**config.mk**
```make
export PLATFORM = sky130hd
export DESIGN_NAME = traffic_analyzer_stats_axil_regs_flat
export DESIGN_NICKNAME = d
export VERILOG_FILES = /design/src/rtl/traffic_analyzer_stats_axil_regs_if.sv /design/src/rtl/traffic_analyzer_stats_axil_regs.sv /design/src/flat_wrapper.sv
export SDC_FILE = /design/constraint.sdc
export NUM_CORES = 2
export LEC_CHECK = 0
export CORE_AREA = 3 3 514 516
export CTS_CLUSTER_DIAMETER = 80
export DETAILED_ROUTE_END_ITERATION = 10
export DIE_AREA = 0 0 517 519
export SLEW_MARGIN = 15
export SYNTH_ARGS = -nofsm -noshare
export SYNTH_HDL_FRONTEND = slang
export SYNTH_SLANG_ARGS = --single-unit
```
**constraint.sdc**
```tcl
create_clock -name S_AXI_ACLK -period 4.2 [get_ports S_AXI_ACLK]
set_input_delay 0.63 -clock S_AXI_ACLK [delete_from_list [all_inputs] [get_ports S_AXI_ACLK]]
set_output_delay 0.63 -clock S_AXI_ACLK [all_outputs]
set_load 0.02 [all_outputs]
```
**src/rtl/traffic_analyzer_stats_axil_regs_if.sv**
```systemverilog
// AXI4-Lite slave bus bundle for the traffic analyzer statistics register block.
// The master modport drives requests; the slave modport returns ready/response.
interface traffic_analyzer_stats_axil_regs_if #(
   parameter int unsigned ADDR_WIDTH = 12,
   parameter int unsigned DATA_WIDTH = 32
);
   logic [ADDR_WIDTH-1:0]   awaddr;
   logic                    awvalid;
   logic                    awready;
   logic [DATA_WIDTH-1:0]   wdata;
   logic [DATA_WIDTH/8-1:0] wstrb;
   logic                    wvalid;
   logic                    wready;
   logic [1:0]              bresp;
   logic                    bvalid;
   logic                    bready;
   logic [ADDR_WIDTH-1:0]   araddr;
   logic                    arvalid;
   logic                    arready;
   logic [DATA_WIDTH-1:0]   rdata;
   logic [1:0]              rresp;
   logic                    rvalid;
   logic                    rready;

   modport master (
      output awaddr, awvalid, wdata, wstrb, wvalid, bready, araddr, arvalid, rready,
      input  awready, wready, bresp, bvalid, arready, rdata, rresp, rvalid
   );

   modport slave (
      input  awaddr, awvalid, wdata, wstrb, wvalid, bready, araddr, arvalid, rready,
      output awready, wready, bresp, bvalid, arready, rdata, rresp, rvalid
   );
endinterface

```
**src/rtl/traffic_analyzer_stats_axil_regs.sv**
```systemverilog
// AXI4-Lite register file for traffic analyzer cores: counter snapshots, clear pulses, frame buffer.
// Define TRAFFIC_ANALYZER_STATS_SLVERR_EN to return SLVERR (data 0) on bad accesses.
module traffic_analyzer_stats_axil_regs #(
   parameter int unsigned C_S_AXI_DATA_WIDTH        = 32,
   parameter int unsigned C_S_AXI_ADDR_WIDTH        = 12,
   parameter logic [31:0] C_BASE_ADDRESS            = 32'h0,
   parameter int unsigned C_NUM_COUNTERS            = 16,
   parameter int unsigned C_COUNTER_WIDTH           = 64,
   parameter int unsigned C_FRAME_BUF_ADDRESS_WIDTH = 9
) (
   input  logic                                        S_AXI_ACLK,
   input  logic                                        S_AXI_ARESETN,
   traffic_analyzer_stats_axil_regs_if.slave           s_axi,
   input  logic [31:0]                                 i_id_reg,
   input  logic [31:0]                                 i_version_reg,
   output logic [31:0]                                 o_control_reg,
   input  logic [C_NUM_COUNTERS*C_COUNTER_WIDTH-1:0]   i_counters_in,
   output logic [C_NUM_COUNTERS-1:0]                   o_counter_clear,
   input  logic [31:0]                                 i_frame_size_reg,
   output logic [C_FRAME_BUF_ADDRESS_WIDTH-1:0]        o_frame_buf_address,
   input  logic [31:0]                                 i_frame_buf_data
);

   localparam int unsigned AW = C_S_AXI_ADDR_WIDTH;
   localparam int unsigned FBW = C_FRAME_BUF_ADDRESS_WIDTH;
   localparam logic [AW-1:0] BaseAddr  = C_BASE_ADDRESS[AW-1:0];
   localparam logic [AW-1:0] AddrId    = AW'(32'h000);
   localparam logic [AW-1:0] AddrVer   = AW'(32'h004);
   localparam logic [AW-1:0] AddrCtrl  = AW'(32'h008);
   localparam logic [AW-1:0] AddrSnap  = AW'(32'h00C);
   localparam logic [AW-1:0] AddrClear = AW'(32'h010);
   localparam logic [AW-1:0] AddrFSize = AW'(32'h014);
   localparam logic [AW-1:0] AddrFBuf  = AW'(32'h018);
   localparam logic [1:0]    RespOkay   = 2'b00;
   localparam logic [1:0]    RespSlvErr = 2'b10;
`ifdef TRAFFIC_ANALYZER_STATS_SLVERR_EN
   localparam bit SlvErrEn = 1'b1;
`else
   localparam bit SlvErrEn = 1'b0;
`endif

   typedef enum logic [1:0] {RIdle, RWait, RData} rd_state_e;

   rd_state_e                    r_rd_state, w_rd_state_nxt;
   logic [31:0]                  r_control;
   logic [C_NUM_COUNTERS-1:0]    r_clear;
   logic [31:0]                  r_snap_cnt;
   logic [63:0]                  r_shadow [C_NUM_COUNTERS];
   logic [63:0]                  w_live   [C_NUM_COUNTERS];
   logic                         r_bvalid;
   logic [1:0]                   r_bresp;
   logic [C_S_AXI_DATA_WIDTH-1:0] r_rdata;
   logic [1:0]                   r_rresp;
   logic                         r_rd_fb;
   logic [FBW-1:0]               r_fb_addr;

   logic [AW-1:0]                w_woff, w_roff;
   logic [31:0]                  w_bmask;
   logic                         w_wr_accept, w_wr_ctrl, w_wr_snap, w_wr_clear, w_wr_err;
   logic                         w_arready, w_ar_hs;
   logic [C_S_AXI_DATA_WIDTH-1:0] w_rd_data;
   logic                         w_rd_err, w_rd_fb, w_rd_fsize;

   assign w_woff      = s_axi.awaddr ^ BaseAddr;
   assign w_roff      = s_axi.araddr ^ BaseAddr;
   assign w_wr_accept = s_axi.awvalid & s_axi.wvalid & ~r_bvalid;
   assign w_ar_hs     = s_axi.arvalid & w_arready;

   always_comb begin
      for (int b = 0; b < 4; b++) w_bmask[8*b +: 8] = {8{s_axi.wstrb[b]}};
   end

   always_comb begin
      for (int i = 0; i < int'(C_NUM_COUNTERS); i++) begin
         w_live[i] = 64'(i_counters_in[i*C_COUNTER_WIDTH +: C_COUNTER_WIDTH]);
      end
   end

   // Write decode: the whole counter window is read-only.
   always_comb begin
      w_wr_ctrl  = 1'b0;
      w_wr_snap  = 1'b0;
      w_wr_clear = 1'b0;
      w_wr_err   = 1'b0;
      case (w_woff)
         AddrCtrl:  w_wr_ctrl  = 1'b1;
         AddrSnap:  w_wr_snap  = 1'b1;
         AddrClear: w_wr_clear = 1'b1;
         default:   w_wr_err   = 1'b1;
      endcase
   end

   always_comb begin
      w_rd_data  = '0;
      w_rd_err   = 1'b0;
      w_rd_fb    = 1'b0;
      w_rd_fsize = 1'b0;
      if (w_roff[AW-1:8] == (AW-8)'(1) && w_roff[1:0] == 2'b00) begin
         w_rd_err = 1'b1;
         for (int i = 0; i < int'(C_NUM_COUNTERS); i++) begin
            if (32'(w_roff[7:3]) == 32'(i)) begin
               w_rd_err  = 1'b0;
               w_rd_data = w_roff[2] ? r_shadow[i][31:0] : r_shadow[i][63:32];
            end
         end
      end else begin
         case (w_roff)
            AddrId:    w_rd_data = i_id_reg;
            AddrVer:   w_rd_data = i_version_reg;
            AddrCtrl:  w_rd_data = r_control;
            AddrSnap:  w_rd_data = r_snap_cnt;
            AddrClear: w_rd_data = '0;
            AddrFSize: begin
               w_rd_data  = i_frame_size_reg;
               w_rd_fsize = 1'b1;
            end
            AddrFBuf:  w_rd_fb  = 1'b1;
            default:   w_rd_err = 1'b1;
         endcase
      end
      if (w_rd_err) w_rd_data = SlvErrEn ? '0 : 32'hDEAD_BEEF;
   end

   always_ff @(posedge S_AXI_ACLK or negedge S_AXI_ARESETN) begin
      if (!S_AXI_ARESETN) begin
         r_bvalid   <= 1'b0;
         r_bresp    <= RespOkay;
         r_control  <= 32'h1;
         r_clear    <= '0;
         r_snap_cnt <= '0;
         for (int i = 0; i < int'(C_NUM_COUNTERS); i++) r_shadow[i] <= '0;
      end else begin
         r_clear <= '0;
         if (w_wr_accept) begin
            r_bvalid <= 1'b1;
            r_bresp  <= (SlvErrEn && w_wr_err) ? RespSlvErr : RespOkay;
            if (w_wr_ctrl) r_control <= (r_control & ~w_bmask) | (s_axi.wdata & w_bmask);
            // All shadows load on the same edge so software sees one coherent sample.
            if (w_wr_snap && s_axi.wstrb[0] && s_axi.wdata[0]) begin
               for (int i = 0; i < int'(C_NUM_COUNTERS); i++) r_shadow[i] <= w_live[i];
               r_snap_cnt <= r_snap_cnt + 32'd1;
            end
            if (w_wr_clear) r_clear <= C_NUM_COUNTERS'(s_axi.wdata & w_bmask);
         end else if (r_bvalid && s_axi.bready) begin
            r_bvalid <= 1'b0;
         end
      end
   end

   always_ff @(posedge S_AXI_ACLK or negedge S_AXI_ARESETN) begin
      if (!S_AXI_ARESETN) r_rd_state <= RIdle;
      else                r_rd_state <= w_rd_state_nxt;
   end

   always_comb begin
      w_rd_state_nxt = r_rd_state;
      w_arready      = 1'b0;
      case (r_rd_state)
         RIdle: begin
            w_arready = 1'b1;
            if (s_axi.arvalid) w_rd_state_nxt = w_rd_fb ? RWait : RData;
         end
         RWait:   w_rd_state_nxt = RData;
         RData:   if (s_axi.rready) w_rd_state_nxt = RIdle;
         default: w_rd_state_nxt = RIdle;
      endcase
   end

   // Read data is captured at acceptance; frame RAM data one cycle later in RWait.
   always_ff @(posedge S_AXI_ACLK or negedge S_AXI_ARESETN) begin
      if (!S_AXI_ARESETN) begin
         r_rdata   <= '0;
         r_rresp   <= RespOkay;
         r_rd_fb   <= 1'b0;
         r_fb_addr <= '0;
      end else if (w_ar_hs) begin
         r_rdata <= w_rd_data;
         r_rresp <= (SlvErrEn && w_rd_err) ? RespSlvErr : RespOkay;
         r_rd_fb <= w_rd_fb;
         if (w_rd_fsize) r_fb_addr <= '0;
      end else if (r_rd_state == RWait) begin
         r_rdata <= i_frame_buf_data;
      end else if (r_rd_state == RData && s_axi.rready && r_rd_fb) begin
         r_fb_addr <= r_fb_addr + FBW'(1);
      end
   end

   assign s_axi.awready       = w_wr_accept;
   assign s_axi.wready        = w_wr_accept;
   assign s_axi.bvalid        = r_bvalid;
   assign s_axi.bresp         = r_bresp;
   assign s_axi.arready       = w_arready;
   assign s_axi.rvalid        = (r_rd_state == RData);
   assign s_axi.rdata         = r_rdata;
   assign s_axi.rresp         = r_rresp;
   assign o_control_reg       = r_control;
   assign o_counter_clear     = r_clear;
   assign o_frame_buf_address = r_fb_addr;

endmodule

```
**src/flat_wrapper.sv**
```systemverilog
// flat-port wrapper written by rule: the top's interface ports become plain ports
module traffic_analyzer_stats_axil_regs_flat 
#(
   parameter int unsigned C_S_AXI_DATA_WIDTH        = 32,
   parameter int unsigned C_S_AXI_ADDR_WIDTH        = 12,
   parameter logic [31:0] C_BASE_ADDRESS            = 32'h0,
   parameter int unsigned C_NUM_COUNTERS            = 16,
   parameter int unsigned C_COUNTER_WIDTH           = 64,
   parameter int unsigned C_FRAME_BUF_ADDRESS_WIDTH = 9
)
  (S_AXI_ACLK, S_AXI_ARESETN, i_id_reg, i_version_reg, o_control_reg, i_counters_in, o_counter_clear, i_frame_size_reg, o_frame_buf_address, i_frame_buf_data, s_axi_awaddr, s_axi_awvalid, s_axi_wdata, s_axi_wstrb, s_axi_wvalid, s_axi_bready, s_axi_araddr, s_axi_arvalid, s_axi_rready, s_axi_awready, s_axi_wready, s_axi_bresp, s_axi_bvalid, s_axi_arready, s_axi_rdata, s_axi_rresp, s_axi_rvalid);
  traffic_analyzer_stats_axil_regs_if #(.ADDR_WIDTH((12)), .DATA_WIDTH(32)) s_axi_i ();
  input  logic S_AXI_ACLK;
  input  logic S_AXI_ARESETN;
  input  logic [31:0] i_id_reg;
  input  logic [31:0] i_version_reg;
  output logic [31:0] o_control_reg;
  input  logic [C_NUM_COUNTERS*C_COUNTER_WIDTH-1:0] i_counters_in;
  output logic [C_NUM_COUNTERS-1:0] o_counter_clear;
  input  logic [31:0] i_frame_size_reg;
  output logic [C_FRAME_BUF_ADDRESS_WIDTH-1:0] o_frame_buf_address;
  input  logic [31:0] i_frame_buf_data;
  input wire logic [$bits(s_axi_i.awaddr)-1:0] s_axi_awaddr;
  input wire logic [$bits(s_axi_i.awvalid)-1:0] s_axi_awvalid;
  input wire logic [$bits(s_axi_i.wdata)-1:0] s_axi_wdata;
  input wire logic [$bits(s_axi_i.wstrb)-1:0] s_axi_wstrb;
  input wire logic [$bits(s_axi_i.wvalid)-1:0] s_axi_wvalid;
  input wire logic [$bits(s_axi_i.bready)-1:0] s_axi_bready;
  input wire logic [$bits(s_axi_i.araddr)-1:0] s_axi_araddr;
  input wire logic [$bits(s_axi_i.arvalid)-1:0] s_axi_arvalid;
  input wire logic [$bits(s_axi_i.rready)-1:0] s_axi_rready;
  output wire logic [$bits(s_axi_i.awready)-1:0] s_axi_awready;
  output wire logic [$bits(s_axi_i.wready)-1:0] s_axi_wready;
  output wire logic [$bits(s_axi_i.bresp)-1:0] s_axi_bresp;
  output wire logic [$bits(s_axi_i.bvalid)-1:0] s_axi_bvalid;
  output wire logic [$bits(s_axi_i.arready)-1:0] s_axi_arready;
  output wire logic [$bits(s_axi_i.rdata)-1:0] s_axi_rdata;
  output wire logic [$bits(s_axi_i.rresp)-1:0] s_axi_rresp;
  output wire logic [$bits(s_axi_i.rvalid)-1:0] s_axi_rvalid;
  assign s_axi_i.awaddr = s_axi_awaddr;
  assign s_axi_i.awvalid = s_axi_awvalid;
  assign s_axi_i.wdata = s_axi_wdata;
  assign s_axi_i.wstrb = s_axi_wstrb;
  assign s_axi_i.wvalid = s_axi_wvalid;
  assign s_axi_i.bready = s_axi_bready;
  assign s_axi_i.araddr = s_axi_araddr;
  assign s_axi_i.arvalid = s_axi_arvalid;
  assign s_axi_i.rready = s_axi_rready;
  assign s_axi_awready = s_axi_i.awready;
  assign s_axi_wready = s_axi_i.wready;
  assign s_axi_bresp = s_axi_i.bresp;
  assign s_axi_bvalid = s_axi_i.bvalid;
  assign s_axi_arready = s_axi_i.arready;
  assign s_axi_rdata = s_axi_i.rdata;
  assign s_axi_rresp = s_axi_i.rresp;
  assign s_axi_rvalid = s_axi_i.rvalid;
  traffic_analyzer_stats_axil_regs #(.C_S_AXI_DATA_WIDTH(C_S_AXI_DATA_WIDTH), .C_S_AXI_ADDR_WIDTH(C_S_AXI_ADDR_WIDTH), .C_BASE_ADDRESS(C_BASE_ADDRESS), .C_NUM_COUNTERS(C_NUM_COUNTERS), .C_COUNTER_WIDTH(C_COUNTER_WIDTH), .C_FRAME_BUF_ADDRESS_WIDTH(C_FRAME_BUF_ADDRESS_WIDTH)) u_core (.S_AXI_ACLK(S_AXI_ACLK), .S_AXI_ARESETN(S_AXI_ARESETN), .s_axi(s_axi_i), .i_id_reg(i_id_reg), .i_version_reg(i_version_reg), .o_control_reg(o_control_reg), .i_counters_in(i_counters_in), .o_counter_clear(o_counter_clear), .i_frame_size_reg(i_frame_size_reg), .o_frame_buf_address(o_frame_buf_address), .i_frame_buf_data(i_frame_buf_data));
endmodule
```
Word level (Yosys, flattened, before mapping)
Index checks and enable logic that the tools add are counted.

cells by class
  $add $sub $neg = 2
  equal/unequal tests = 31
  mux-type cells = 75
  bitwise logic cells = 8
  reduce and logical (&&, ||, !) cells = 18

operator list
  operator                 count
  $mux W32                 36
  $pmux W32 S5             1
  $and A32 B32 Y32         2
  $eq A12 B4 Y1 const B    4
  $eq A12 B5 Y1 const B    4
  $eq A5 B4 Y1 const B     8
  $mux W9                  4
  $add A32 B1 Y32 const B  1
  $mux W16                 2
  $not A32 Y32             1
  $or A32 B32 Y32          1
  $mux W1                  28
  $eq A5 B3 Y1 const B     4
  $eq A12 B3 Y1 const B    1
  $logic_not A12 Y1        1
  $eq A5 B2 Y1 const B     2
  $add A9 B1 Y9 const B    1
  $reduce_or A7 Y1         1
  $logic_and A1 B1 Y1      6
  $mux W2                  3
  $ne A2 B2 Y1 const B     3
  $pmux W2 S3              1
  $reduce_and A2 Y1        3
  $reduce_bool A2 Y1       3
  other kinds (10)         13

word-level totals
  register bits after elaboration = 1149
  word-level logic and storage cells = 158

Logic depth before layout (Yosys ltp)
  word-level depth = 20
  depth in mapped cells = 10
  gate-level depth less buffers = 6

Worst setup path after synthesis
OpenSTA, ideal clock, no wires.

  kind = input to register
  from = input port s_axi_araddr[2]
  to = register u_core.r_rdata[25], in the netlist u_core.s_axi.rdata[25]
  data arrival time = 2.212 ns
  slack = 1.858 ns
  cell stages on the path = 8
  path buffers = 3
  cell sequence = buf_2 > buf_2 > clkbuf_1 > mux2_2 > a22oi_1 > a31oi_1 > nor3_1 > o22ai_1

on the way
  word-level cells in the longest chain between the ends = 20
  elaborated cells on any way between the ends = 46
  those cells by class = 6 x eq/ne; 38 x mux; 2 x reduce/logical

RTL lines
  item                    line                                     text
  from (decl)             flat_wrapper.sv:29                       input wire logic [$bits(s_axi_i.araddr)-1:0] s_axi_araddr;
  $mux W32                traffic_analyzer_stats_axil_regs.sv:103  w_rd_data = w_roff[2] ? r_shadow[i][31:0] : r_shadow[i][63:32];
  $mux W32 (16 in a row)  traffic_analyzer_stats_axil_regs.sv:101  if (32'(w_roff[7:3]) == 32'(i)) begin
  $mux W32                traffic_analyzer_stats_axil_regs.sv:98   if (w_roff[AW-1:8] == (AW-8)'(1) && w_roff[1:0] == 2'b00) begin
  $mux W32 *              traffic_analyzer_stats_axil_regs.sv:121  if (w_rd_err) w_rd_data = SlvErrEn ? '0 : 32'hDEAD_BEEF;
  $mux W32 *              traffic_analyzer_stats_axil_regs.sv:176  end else if (w_ar_hs) begin
  to (signal assigned)    traffic_analyzer_stats_axil_regs.sv:177  r_rdata <= w_rd_data;
  to (signal assigned)    traffic_analyzer_stats_axil_regs.sv:182  r_rdata <= i_frame_buf_data;
  to (decl)               traffic_analyzer_stats_axil_regs.sv:52   logic [C_S_AXI_DATA_WIDTH-1:0] r_rdata;

Every way passes the cells marked *; elsewhere a longest branch is shown, timed or not.
A chain may end at the register's enable or synchronous reset.

Worst setup path in the final report
  from = register u_core.r_rd_state[0]
  to = register u_core.r_rdata[9], in the netlist u_core.s_axi.rdata[9]

on the way
  word-level cells in the longest chain between the ends = 4
  elaborated cells on any way between the ends = 6
  those cells by class = 1 x eq/ne; 2 x mux; 1 x bitwise; 2 x reduce/logical

RTL lines
  item                                            line                                     text
  from (decl)                                     traffic_analyzer_stats_axil_regs.sv:44   rd_state_e r_rd_state, w_rd_state_nxt;
  from (signal assigned)                          traffic_analyzer_stats_axil_regs.sv:151  if (!S_AXI_ARESETN) r_rd_state <= RIdle;
  from (signal assigned)                          traffic_analyzer_stats_axil_regs.sv:152  else r_rd_state <= w_rd_state_nxt;
  $logic_not A2 Y1                                traffic_analyzer_stats_axil_regs.sv:158  case (r_rd_state)
  $mux W1                                         traffic_analyzer_stats_axil_regs.sv:158
  $and A1 B1 Y1                                   traffic_analyzer_stats_axil_regs.sv:67   assign w_ar_hs = s_axi.arvalid & w_arready;
  $mux W32 or $reduce_bool A2 Y1 (tied branches)  n/a

Parallel ways exist; a longest one is shown, timed or not.

==> parameters.txt <==
Parameter                              Value

Layout
  Layout cells sized above 1    30.5%
  Growth of design area from synthesis to finish    43.8%
  Final-layout fill cell count    26300
  Layout Cell Area excl Fill    78600 sq um
  Layout Nets    6718

CTS
  H-Tree Depth    4
  Cells resized by post-CTS repair    0
  Root buffer cell    clkbuf_16
  Clock Pin Slew Worst Setup and Hold Paths    0.06 ns
  Source-to-sink clock delay at the later pin of the worst-skew pair    0.80 ns
  Number of clock sinks    1149
  Number of buffers on the longest clock path    4
  CTS buffer count    153
  Clock tree from TritonCTS    built

Route
  Post-detailed-route via-to-cell ratio    4.69
  Iteration-0 DRC count of the detailed router    3409
  Number of search-and-repair iterations in the first detailed-routing pass    6
  Remaining number of nets flagged by the antenna check after routing    0
  Total via count after detailed routing    42600
  Count of unresolved DRC violations after routing    0
  Mean routed wirelength per cell    34.2 um
  Sum of routed wire length over all layers    310000 um

Global route
  Combined global-route utilization of all metal layers    22.3%
  Wire length of the first global-routing pass    406000 um
  Remaining global-route overflow    0
  Via count of the first global-routing pass    45000
  Largest net degree at the start of global routing    130
  Initial antenna violation count    153

Floorplan
  Core outline area    260000 sq um
  Die Height    519 um
  Chip width    517 um
  Initial core utilization    21.0%
  Die outline area    268000 sq um
  Number of top-level pins    1317
  Number of standard-cell rows in the floorplan    187

Timing
  Hold Fails Final Rpt    0
  Unrepaired setup endpoints after global routing    false
  Post-route minimum period    3.44 ns
  Final cycle utilization of the critical path    81.8%
  Smallest setup slack after layout    0.764 ns
  Number of slew-limit violations in the final report    0
  Achievable frequency    0.291 GHz
  Headroom to the max-slew limit    19.7%
  Setup violations, final    0
  Clock Skews    0.0421 ns
  Pin slew with the least headroom to its limit    1.17 ns
  Hold Slack    0.440 ns

Synthesis
  Count of mapped cells out of synthesis    4027
  Cell variety after synth    84
  Fraction of the yosys area taken by sequential cells    52.6%
  Count of state elements after synthesis    1149
  Largest cells by area after synthesis    dfrtp_1 (53%), mux2_2 (22%), mux2i_1 (7.4%)
  Cell accounting for the most synthesized area    dfrtp_1
  Number of warnings issued by yosys    0
  Synth top area share    52.6%
  Post-synthesis average cell area    13.6 sq um
  Post-synthesis cell area    54600 sq um
  Share of async-settable or async-resettable flops after synthesis    100%
  Number of enable-type register cells in the synthesized netlist    0
  Most common flop cell mapped by yosys    dfrtp_1

Critical path
  Slowest cell on the critical path    or3_2
  Launching element type of the critical path    flip-flop
  Startpoint of the most critical register-to-register path    u_core.r_rd_state[0]
  R2r worst-path depth    7
  Cell-by-cell trace of the critical path    nor2_1 > nand2_1 > or3_2 > buf_4 > a221oi_2 > o21a_1 > o22ai_1
  Endpoint of the worst register-to-register path    u_core.s_axi.rdata[9]
  Register-to-register setup slack    0.76 ns
  Kind of critical path    reg2reg
  Highest cell delay on the worst timing path    0.74 ns
  Crit path capture type    flip-flop
  Data required time at the worst endpoint    4.82 ns
  Worst-path maximum fanout    19
  Buffers plus inverters on the worst setup path    1
  Worst Path Arrival    4.06 ns
  Gate family responsible for the most delay along the worst path    simple AND/OR/NAND/NOR gates

Place
  Post-detail-place hpwl    258000 um
  Routability cong.    0.947
  Standard cell area after detailed placement    73400 sq um
  Worst Setup Slack post-DPL    -0.136 ns
  Port Buf Inserts    1312

Hold path
  Endpoint of the worst hold path    u_core.r_shadow[372]
  Hold crit path type    in2reg
  Hold_sp    i_counters_in[692]
  Hold Crit Depth    2

Status
  Result of the run    completed

Pwr
  Overall power of the completed layout    26.6 mW
  Power Density    339 nW/um^2
  Leakage power total    35.6 nW
  Peak VDD IR    285 uV

Run
  Number of max-capacitance violations reported    0
-- placed cells by master, fill, tap and decap left out, drive strengths merged, types with 47 or more instances in the layout --
| cell type | n |
|---|---|
| clkbuf | 212 |
| dfrtp | 1148 |
| clkdlybuf4s50 | 1308 |
| nor2 | 78 |
| o21ai | 124 |
| mux2 | 1160 |
| a22o | 47 |
| diode | 65 |
| a221oi | 47 |
| nand2 | 112 |
| mux2i | 406 |
| o22ai | 94 |
| buf | 294 |
| a22oi | 48 |
-- through the flow --
step	cells	TNS, ns	util, %
CTS	9005	0	30.2
detailed placement	8742	-0.137	28.3
global placement	8742	-0.101	28.3
floorplan	4030	0	-
global route	9050	0	30.2
finish	9071	0	30.3
-- cell families after synthesis --
kind of cell             share of synthesized area (%)
AO/OA/AOI/OAI                                     7.56
XOR/XNOR                                         0.609
adder cells (fa/ha/maj)                         0.0458
buffers and inverters                             3.11
flip-flops                                        52.6
multiplexers                                      32.6
other                                          0.00686
AND/OR/NAND/NOR                                   3.42
-- synthesized netlist by cell type (31+ instances only) --
cell      instances
a22o_1           47
mux2_1           96
nor3_1           38
nand2_1         112
a21oi_1          41
buf_4           107
a22oi_1          48
mux2i_1         406
clkbuf_1         65
o22ai_1          94
a221oi_1         34
mux2_2         1064
buf_2           108
dfrtp_1        1148
mux4_2           31
o21ai_0         119
nand3_1          34
nor2_1           72
-- layout make-up --
type                            count  area (sq um)  share of cell area [%]
Inverter                            7          26.3                  0.0334
Clock inverter                     52           534                   0.680
Timing Repair Buffer             1605         16000                    20.3
Sequential cell                  1149         28800                    36.6
Multi-Input combinational cell   2581         24500                    31.1
Tap cell                         3402          4260                    5.42
Antenna cell                       65           163                   0.207
Clock buffer                      210          4400                    5.60
-- worst max path at each step --
| stage | from | cells after the start | to |
|---|---|---|---|
| 2_1_floorplan | s_axi_araddr[2] | 8 | u_core.s_axi.rdata[25] |
| 3_3_place_gp | s_axi_araddr[4] | 10 | u_core.s_axi.rdata[1] |
| 3_5_place_dp | s_axi_araddr[4] | 10 | u_core.s_axi.rdata[1] |
| 4_1_cts | u_core.r_rd_state[0] | 2 | s_axi_arready |
| 5_1_grt | u_core.r_rd_state[0] | 2 | s_axi_arready |
| 6_report | u_core.r_rd_state[0] | 7 | u_core.s_axi.rdata[9] |
-- power breakdown --
part           leakage (nW)  switching (mW)  internal [mW]
clock network          2.44            5.24           7.78
registers              15.9          0.0327           11.1
logic                  17.2            1.13           1.36
total                  35.6            6.40           20.2
-- state kept, by name, indices dropped and copies added (netlist names), named ones only --
register                    count
u_core.r_shadow              1024
u_core.o_counter_clear         16
u_core.s_axi.rdata             32
u_core.r_snap_cnt              32
u_core.s_axi.bvalid             1
u_core.r_rd_fb                  1
u_core.r_rd_state               2
u_core.o_frame_buf_address      9
-- what timing repair did --
| item | 4_1_cts | 5_1_grt |
|---|---|---|
| endpoints found under the hold margin | 68 | 0 |
| setup buffers | 0 | 0 |
| hold buffers | 1 | 0 |
-- per-layer routing --
layer / vias to the layer above / wire length [um] / GRT usage (%) / share of wire (%)
li1: 18100 / - / - / -
met1: 21800 / 124000 / 27.1 / 40
met2: 1999 / 145000 / 36.2 / 47
met3: 549 / 26200 / 7.04 / 8.4
met4: 110 / 13300 / 9.64 / 4.3
met5: - / 719 / 0 / 0.23
Note: power is estimated with default switching activity, not from simulation.
